`config.mk`:
```
export PLATFORM = sky130hd
export DESIGN_NAME = tcpc_tx_retry_fsm
export DESIGN_NICKNAME = d
export VERILOG_FILES = /design/src/rtl/tcpc_pkg.sv /design/src/rtl/tcpc_crc_timer.sv /design/src/rtl/tcpc_tx_retry_fsm.sv
export SDC_FILE = /design/constraint.sdc
export NUM_CORES = 1
export LEC_CHECK = 0
export BUFFER_PORTS_ARGS = -buffer_cell sky130_fd_sc_hd__buf_2
export CORE_MARGIN = 1.5
export CORE_UTILIZATION = 35
export CTS_CLUSTER_DIAMETER = 80
export CTS_CLUSTER_SIZE = 12
export DETAILED_ROUTE_END_ITERATION = 8
export MAX_ROUTING_LAYER = met4
export PLACE_DENSITY_LB_ADDON = 0.1
export SLEW_MARGIN = 20
export SYNTH_ARGS = -nofsm -noshare
export SYNTH_HDL_FRONTEND = slang
export SYNTH_SLANG_ARGS = --single-unit
```
`constraint.sdc`:
```
create_clock -name clk -period 4 [get_ports clk]
set_input_delay 0.6 -clock clk [delete_from_list [all_inputs] [get_ports clk]]
set_output_delay 0.6 -clock clk [all_outputs]
set_load 0.01 [all_outputs]
```
`src/rtl/tcpc_pkg.sv`:
```
// Shared TCPC transmit-path definitions: FSM state encoding, SOP types, register field positions.
// Latency: none (types and constants only).
// Backpressure: not applicable.
package tcpc_pkg;

    // One-hot encoding keeps every Moore output a single-bit decode of the state register
    typedef enum logic [5:0] {
        ST_IDLE        = 6'b000001,
        ST_SEND        = 6'b000010,
        ST_WAIT_CRC    = 6'b000100,
        ST_CHECK_RETRY = 6'b001000,
        ST_REPORT_OK   = 6'b010000,
        ST_REPORT_FAIL = 6'b100000
    } tx_state_e;

    // SOP types carried in TRANSMIT[2:0]
    localparam logic [2:0] SOP_TYPE_SOP         = 3'd0;
    localparam logic [2:0] SOP_TYPE_SOP_PRIME   = 3'd1;
    localparam logic [2:0] SOP_TYPE_SOP_DPRIME  = 3'd2;
    localparam logic [2:0] SOP_TYPE_DBG_PRIME   = 3'd3;
    localparam logic [2:0] SOP_TYPE_DBG_DPRIME  = 3'd4;
    localparam logic [2:0] SOP_TYPE_HARD_RESET  = 3'd5;
    localparam logic [2:0] SOP_TYPE_CABLE_RESET = 3'd6;
    localparam logic [2:0] SOP_TYPE_BIST        = 3'd7;

    // TRANSMIT register fields
    localparam int TX_SOP_LSB   = 0;
    localparam int TX_SOP_MSB   = 2;
    localparam int TX_RETRY_LSB = 4;
    localparam int TX_RETRY_MSB = 5;

    // MessageID location inside header byte 1
    localparam int HDR_MSGID_LSB = 1;
    localparam int HDR_MSGID_MSB = 3;

    // Only SOP* / SOP_DBG* types carry a message handled by this path
    function automatic logic sop_is_message(input logic [2:0] sop_type);
        return sop_type <= SOP_TYPE_DBG_DPRIME;
    endfunction

endpackage

```
`src/rtl/tcpc_crc_timer.sv`:
```
// CRC-receive timer: counts enabled cycles from clear and flags the last cycle of the timeout window.
// Latency: expired is high while the count equals CRC_TIMEOUT-1 (CRC_TIMEOUT enabled cycles after clear).
// Backpressure: none; holds at the expiry value until cleared.
module tcpc_crc_timer #(
    parameter int TIMER_W     = 16,
    parameter int CRC_TIMEOUT = 1000
) (
    input  logic clk,
    input  logic reset,
    input  logic clear,
    input  logic enable,
    output logic expired
);

    logic [TIMER_W-1:0] count;

    assign expired = (count == TIMER_W'(CRC_TIMEOUT - 1));

    // Count enabled cycles, saturating at the expiry value so a stalled owner never sees a wrap
    always_ff @(posedge clk) begin
        if (!reset) begin
            count <= '0;
        end else if (clear) begin
            count <= '0;
        end else if (enable && !expired) begin
            count <= count + TIMER_W'(1);
        end
    end

endmodule

```
`src/rtl/tcpc_tx_retry_fsm.sv`:
```
// TCPC transmit controller: streams the TX buffer to the PHY, waits for a matching GoodCRC, retries, alerts.
// Latency: first byte valid one cycle after transmit_req; alert one cycle after GoodCRC match or final failure.
// Backpressure: byte and address hold while phy_tx_ready is low; requests while busy are dropped.
module tcpc_tx_retry_fsm
    import tcpc_pkg::*;
#(
    parameter int BUF_DEPTH   = 32,
    parameter int CRC_TIMEOUT = 1000,
    parameter int TIMER_W     = 16
) (
    input  logic                         clk,
    input  logic                         reset,
    input  logic [7:0]                   transmit,
    input  logic                         transmit_req,
    input  logic [7:0]                   tx_byte_count,
    output logic [$clog2(BUF_DEPTH)-1:0] tx_buf_addr,
    input  logic [7:0]                   tx_buf_data,
    output logic [7:0]                   phy_tx_data,
    output logic                         phy_tx_valid,
    output logic                         phy_tx_last,
    input  logic                         phy_tx_ready,
    input  logic                         phy_tx_discarded,
    input  logic                         rx_goodcrc,
    input  logic [2:0]                   rx_sop,
    input  logic [2:0]                   rx_msg_id,
    output logic                         busy,
    output logic                         alert_tx_success,
    output logic                         alert_tx_failed
);

    localparam int AW = $clog2(BUF_DEPTH);

    tx_state_e   state;
    logic [2:0]  sop;
    logic [1:0]  retry_max;
    logic [1:0]  retry_cnt;
    logic [AW-1:0] idx;
    logic [7:0]  count;
    logic [2:0]  tx_msg_id;

    logic        req_ok;
    logic        count_ok;
    logic        last_byte;
    logic        crc_match;
    logic        crc_expired;
    logic        unused_transmit_bits;

    assign req_ok    = transmit_req && sop_is_message(transmit[TX_SOP_MSB:TX_SOP_LSB]);
    assign count_ok  = (tx_byte_count >= 8'd2) && (32'(tx_byte_count) <= BUF_DEPTH);
    assign last_byte = (8'(idx) == count - 8'd1);
    assign crc_match = rx_goodcrc && (rx_sop == sop) && (rx_msg_id == tx_msg_id);

    // TRANSMIT bits outside the SOP and retry fields are reserved here
    assign unused_transmit_bits = ^{transmit[7:6], transmit[3]};

    // Timer sits cleared outside WAIT_CRC so it always starts from zero on entry
    tcpc_crc_timer #(
        .TIMER_W     (TIMER_W),
        .CRC_TIMEOUT (CRC_TIMEOUT)
    ) u_crc_timer (
        .clk     (clk),
        .reset   (reset),
        .clear   (state != ST_WAIT_CRC),
        .enable  (state == ST_WAIT_CRC),
        .expired (crc_expired)
    );

    // Moore outputs decoded from the state and datapath registers
    assign busy             = (state != ST_IDLE);
    assign phy_tx_valid     = (state == ST_SEND);
    assign phy_tx_last      = (state == ST_SEND) && last_byte;
    assign alert_tx_success = (state == ST_REPORT_OK);
    assign alert_tx_failed  = (state == ST_REPORT_FAIL);
    assign tx_buf_addr      = idx;
    assign phy_tx_data      = tx_buf_data;

    // Transmit sequencing: send, await GoodCRC, retry or report
    always_ff @(posedge clk) begin
        if (!reset) begin
            state     <= ST_IDLE;
            sop       <= '0;
            retry_max <= '0;
            retry_cnt <= '0;
            idx       <= '0;
            count     <= '0;
            tx_msg_id <= '0;
        end else begin
            unique case (state)
                ST_IDLE: begin
                    if (req_ok) begin
                        sop       <= transmit[TX_SOP_MSB:TX_SOP_LSB];
                        retry_max <= transmit[TX_RETRY_MSB:TX_RETRY_LSB];
                        retry_cnt <= '0;
                        idx       <= '0;
                        count     <= tx_byte_count;
                        state     <= count_ok ? ST_SEND : ST_REPORT_FAIL;
                    end
                end
                ST_SEND: begin
                    // A discard aborts the attempt even if the PHY also took a byte
                    if (phy_tx_discarded) begin
                        state <= ST_CHECK_RETRY;
                    end else if (phy_tx_ready) begin
                        if (idx == AW'(1)) begin
                            tx_msg_id <= tx_buf_data[HDR_MSGID_MSB:HDR_MSGID_LSB];
                        end
                        if (last_byte) begin
                            state <= ST_WAIT_CRC;
                        end else begin
                            idx <= idx + AW'(1);
                        end
                    end
                end
                ST_WAIT_CRC: begin
                    // Match is tested first so it wins over a same-cycle expiry
                    if (crc_match) begin
                        state <= ST_REPORT_OK;
                    end else if (crc_expired) begin
                        state <= ST_CHECK_RETRY;
                    end
                end
                ST_CHECK_RETRY: begin
                    if (retry_cnt == retry_max) begin
                        state <= ST_REPORT_FAIL;
                    end else begin
                        retry_cnt <= retry_cnt + 2'd1;
                        idx       <= '0;
                        state     <= ST_SEND;
                    end
                end
                ST_REPORT_OK:   state <= ST_IDLE;
                ST_REPORT_FAIL: state <= ST_IDLE;
                default:        state <= ST_IDLE;
            endcase
        end
    end

endmodule

```
==> flow_metrics.py <==
metrics = {
    "power": {
        "p_leak_nw": 1.145,
        "p_comb_frac": 0.166,
        "power_switching_mw": 0.2496,
        "p_int_mw": 0.6952,
        "swShare": 0.2642,
        "clockPowerShare": 0.328,
        "power.density_nw_per_um2": 351.5,
        "vdd_drop_max_mv": 0.1473,
        "sequentialPowerShare": 0.506,
    },
    "setup_path": {
        "startpoint_type": "register",
        "arrival_ns": 2.38,
        "reg2reg_to": "state[3]",
        "max_stage_delay_ns": 0.48,
        "r2r_start": "count[0]",
        "rrSetupSlack_ns": 1.56,
        "crit_type": "register to primary output",
        "r2r_cells": 10,
        "required_ns": 3.40,
        "slowest_stage": "or4b_1",
        "critical_path_buf_inv_count": 3,
        "critPathTopFamily": "simple AND/OR/NAND/NOR gates",
        "cp_max_fo": 11,
        "worst_setup_path_end_kind": "primary output",
        "path_cells": "inv_1 -> ha_1 -> xor2_1 -> or4b_1 -> a31oi_1 -> o2111ai_1 -> buf_4 -> nor2_1 -> buf_2",
    },
    "placed_design": {
        "dpl_cell_area_um2": 2586,
        "place_hpwl_um": 3775,
        "gp_congestion": 0.7247,
        "io_buffers": 40,
    },
    "die": {
        "die_h_um": 85.16,
        "num_rows": 29,
        "start_util": 0.3678,
        "pin_count": 54,
        "die_area_um2": 7251,
        "die_w_um": 85.16,
        "design.core.area_um2": 6422,
    },
    "synth": {
        "yosys.area.top_type": "dfxtp_1",
        "synth_top_cell_area_share": 0.3814,
        "syn_inst": 271,
        "synth_nets": 311,
        "synthTopCellsByArea": "dfxtp_1 38%, mux2i_1 8.1%, nor2_1 7.2%",
        "synth_seq_cells": 45,
        "synth_cell_types": 49,
        "synth-async-reset-ratio": 0,
        "syn_avg_cell_area_um2": 8.717,
        "syn-cell-area_um2": 2362,
        "synth_edf_count": 0,
        "synthFlopType": "dfxtp_1",
        "ys_seq_area_frac": 0.3814,
        "yosys_warnings": 0,
    },
    "timing": {
        "rsz0062_at_grt": "no",
        "period_needed_ns": 2.984,
        "setup_viol": 0,
        "period_share": 0.7461,
        "tns_ns": 0,
        "slew_headroom": 0.4359,
        "worstMarginPinSlew_ns": 0.8384,
        "fmax_ghz": 0.3351,
        "hold_viol": 0,
        "slew_viol_final": 0,
        "clock_skew_ns": 0.002083,
    },
    "grt": {
        "grt_usage": 0.1505,
        "grt_max_degree": 19,
        "grt_pass1_vias": 1899,
        "grt_overflow": 0,
        "antenna_found_initial": 0,
        "grt_pass1_wl_um": 8590,
    },
    "hold_path": {
        "hold_path_depth": 2,
        "hold_path_class": "register to register",
        "min_to": "retry_cnt[1]",
        "min-delay-start": "retry_cnt[1]",
    },
    "clocking": {
        "clock_path_buffers": 2,
        "cts_buffers": 5,
        "path_clk_slew_ns": 0.08,
        "cts_tree": "built",
        "clockRootBuffer": "clkbuf_8",
        "clock_sinks": 45,
        "ctsHoldBuffers": 0,
        "post_cts_buffers": 0,
        "cts.repair.resized": 0,
        "htreeDepth": 2,
        "clkLatencyLatePin_ns": 0.29,
    },
    "detailed_routing": {
        "via_per_inst": 5.052,
        "postRouteWirelength_um": 4967,
        "drc_errors": 2,
        "routedWlPerCell_um": 12.93,
        "dr.pass1.iters": 6,
        "vias": 1940,
        "ant_nets": 0,
        "first_iter_violations": 55,
    },
    "outcome": {
        "status": "finished with violations",
        "violations": "design-rule violations",
    },
    "finish": {
        "area_delta_synth_final_pct": 13.77,
        "layout-drive-gt1-share": 0.1889,
        "finish.instance_area_um2": 2688,
        "antenna_cells": 0,
        "mostFrequentLayoutCells": "45 x nor2_1, 45 x dfxtp_1, 40 x buf_2",
        "nets": 346,
    },
    "job": {
        "maxCapViolations": 0,
    },
}
[logic make-up (layout without fill, tap and decap cells)]
group,count (synthesis),after routing,synth area share
buffers and inverters,21,57,0.04661
adder cells (fa/ha/maj),4,4,0.02119
multiplexers,19,19,0.08051
XOR/XNOR,28,28,0.1038
AO/OA/AOI/OAI,33,33,0.09482
flip-flops,45,45,0.3814
AND/OR/NAND/NOR,121,121,0.2717
[sequential cells by signal, summed over array words and instances, names as in the netlist]
signal and cells:
count 8, sop 3, state 6, retry_cnt 2
retry_max 2, tx_msg_id 3, tx_buf_addr 5, u_crc_timer.count 16
[layout make-up]
class	instances	area [um^2]
clock buffer	7	96.34
fill	662	3735
inverter	8	30.03
clock inverter	1	5.005
tap	77	96.34
sequential	45	900.9
multi-input combinational	205	1351
timing repair buffer	41	207.7
[through the flow]
| step | hold WS [ns] | setup WS, ns | std cells | utilization | total power [mW] |
|---|---|---|---|---|---|
| finish | 0.5031 | 1.016 | 384 | 0.4185 | 0.9447 |
| detailed placement | 0.4929 | 1.348 | 376 | 0.4027 | 0.6469 |
| global placement | 0.4906 | 1.345 | 376 | 0.4027 | 0.6466 |
| floorplan | 0.4649 | 1.514 | 271 | - | 0.6077 |
| global route | 0.5294 | 0.8024 | 384 | 0.4185 | 1.002 |
| CTS | 0.5084 | 1.006 | 384 | 0.4185 | 0.9600 |
[how the worst max path moves through the flow]
stage	slack, ns	endpoint	start	cells after the start
2_1_floorplan	1.51	phy_tx_last	count[0]	8
3_3_place_gp	1.34	phy_tx_last	count[0]	9
3_5_place_dp	1.35	phy_tx_last	count[0]	9
4_1_cts	1.01	phy_tx_last	count[0]	9
5_1_grt	0.80	phy_tx_last	count[0]	9
6_report	1.02	phy_tx_last	count[0]	9
[power groups by stage]
stage | Combinational (mW) | Clock, mW | Sequential, mW
2_1_floorplan | 0.123 | 0 | 0.485
3_3_place_gp | 0.158 | 0 | 0.489
3_5_place_dp | 0.158 | 0 | 0.489
4_1_cts | 0.158 | 0.323 | 0.479
5_1_grt | 0.176 | 0.345 | 0.482
6_report | 0.156 | 0.310 | 0.478
[tightest hold or removal path: cells and delay by family, from the launching register on]
family,cells,cell delay [ns]
flops,1,0.33
compound gates,2,0.13
[cells in the mapped netlist, types with 4 or more instances]
cell,instances
nand2b_1,4
inv_1,7
nor2_1,45
mux2i_1,19
xnor2_1,9
and3_1,6
a21oi_1,6
dfxtp_1,45
nor4_1,6
ha_1,4
nand2_1,13
nand3_1,9
o21ai_0,9
nor3_1,4
buf_4,8
xor2_1,19
nand4_1,7
[per-layer routing]
| layer | global-route usage | wire, um |
|---|---|---|
| met1 | 0.1788 | 2409 |
| met2 | 0.2525 | 2315 |
| met5 | - | 0 |
| met4 | 0.04918 | 60 |
| met3 | 0.03307 | 182 |
(Power assumes the default switching activity.)
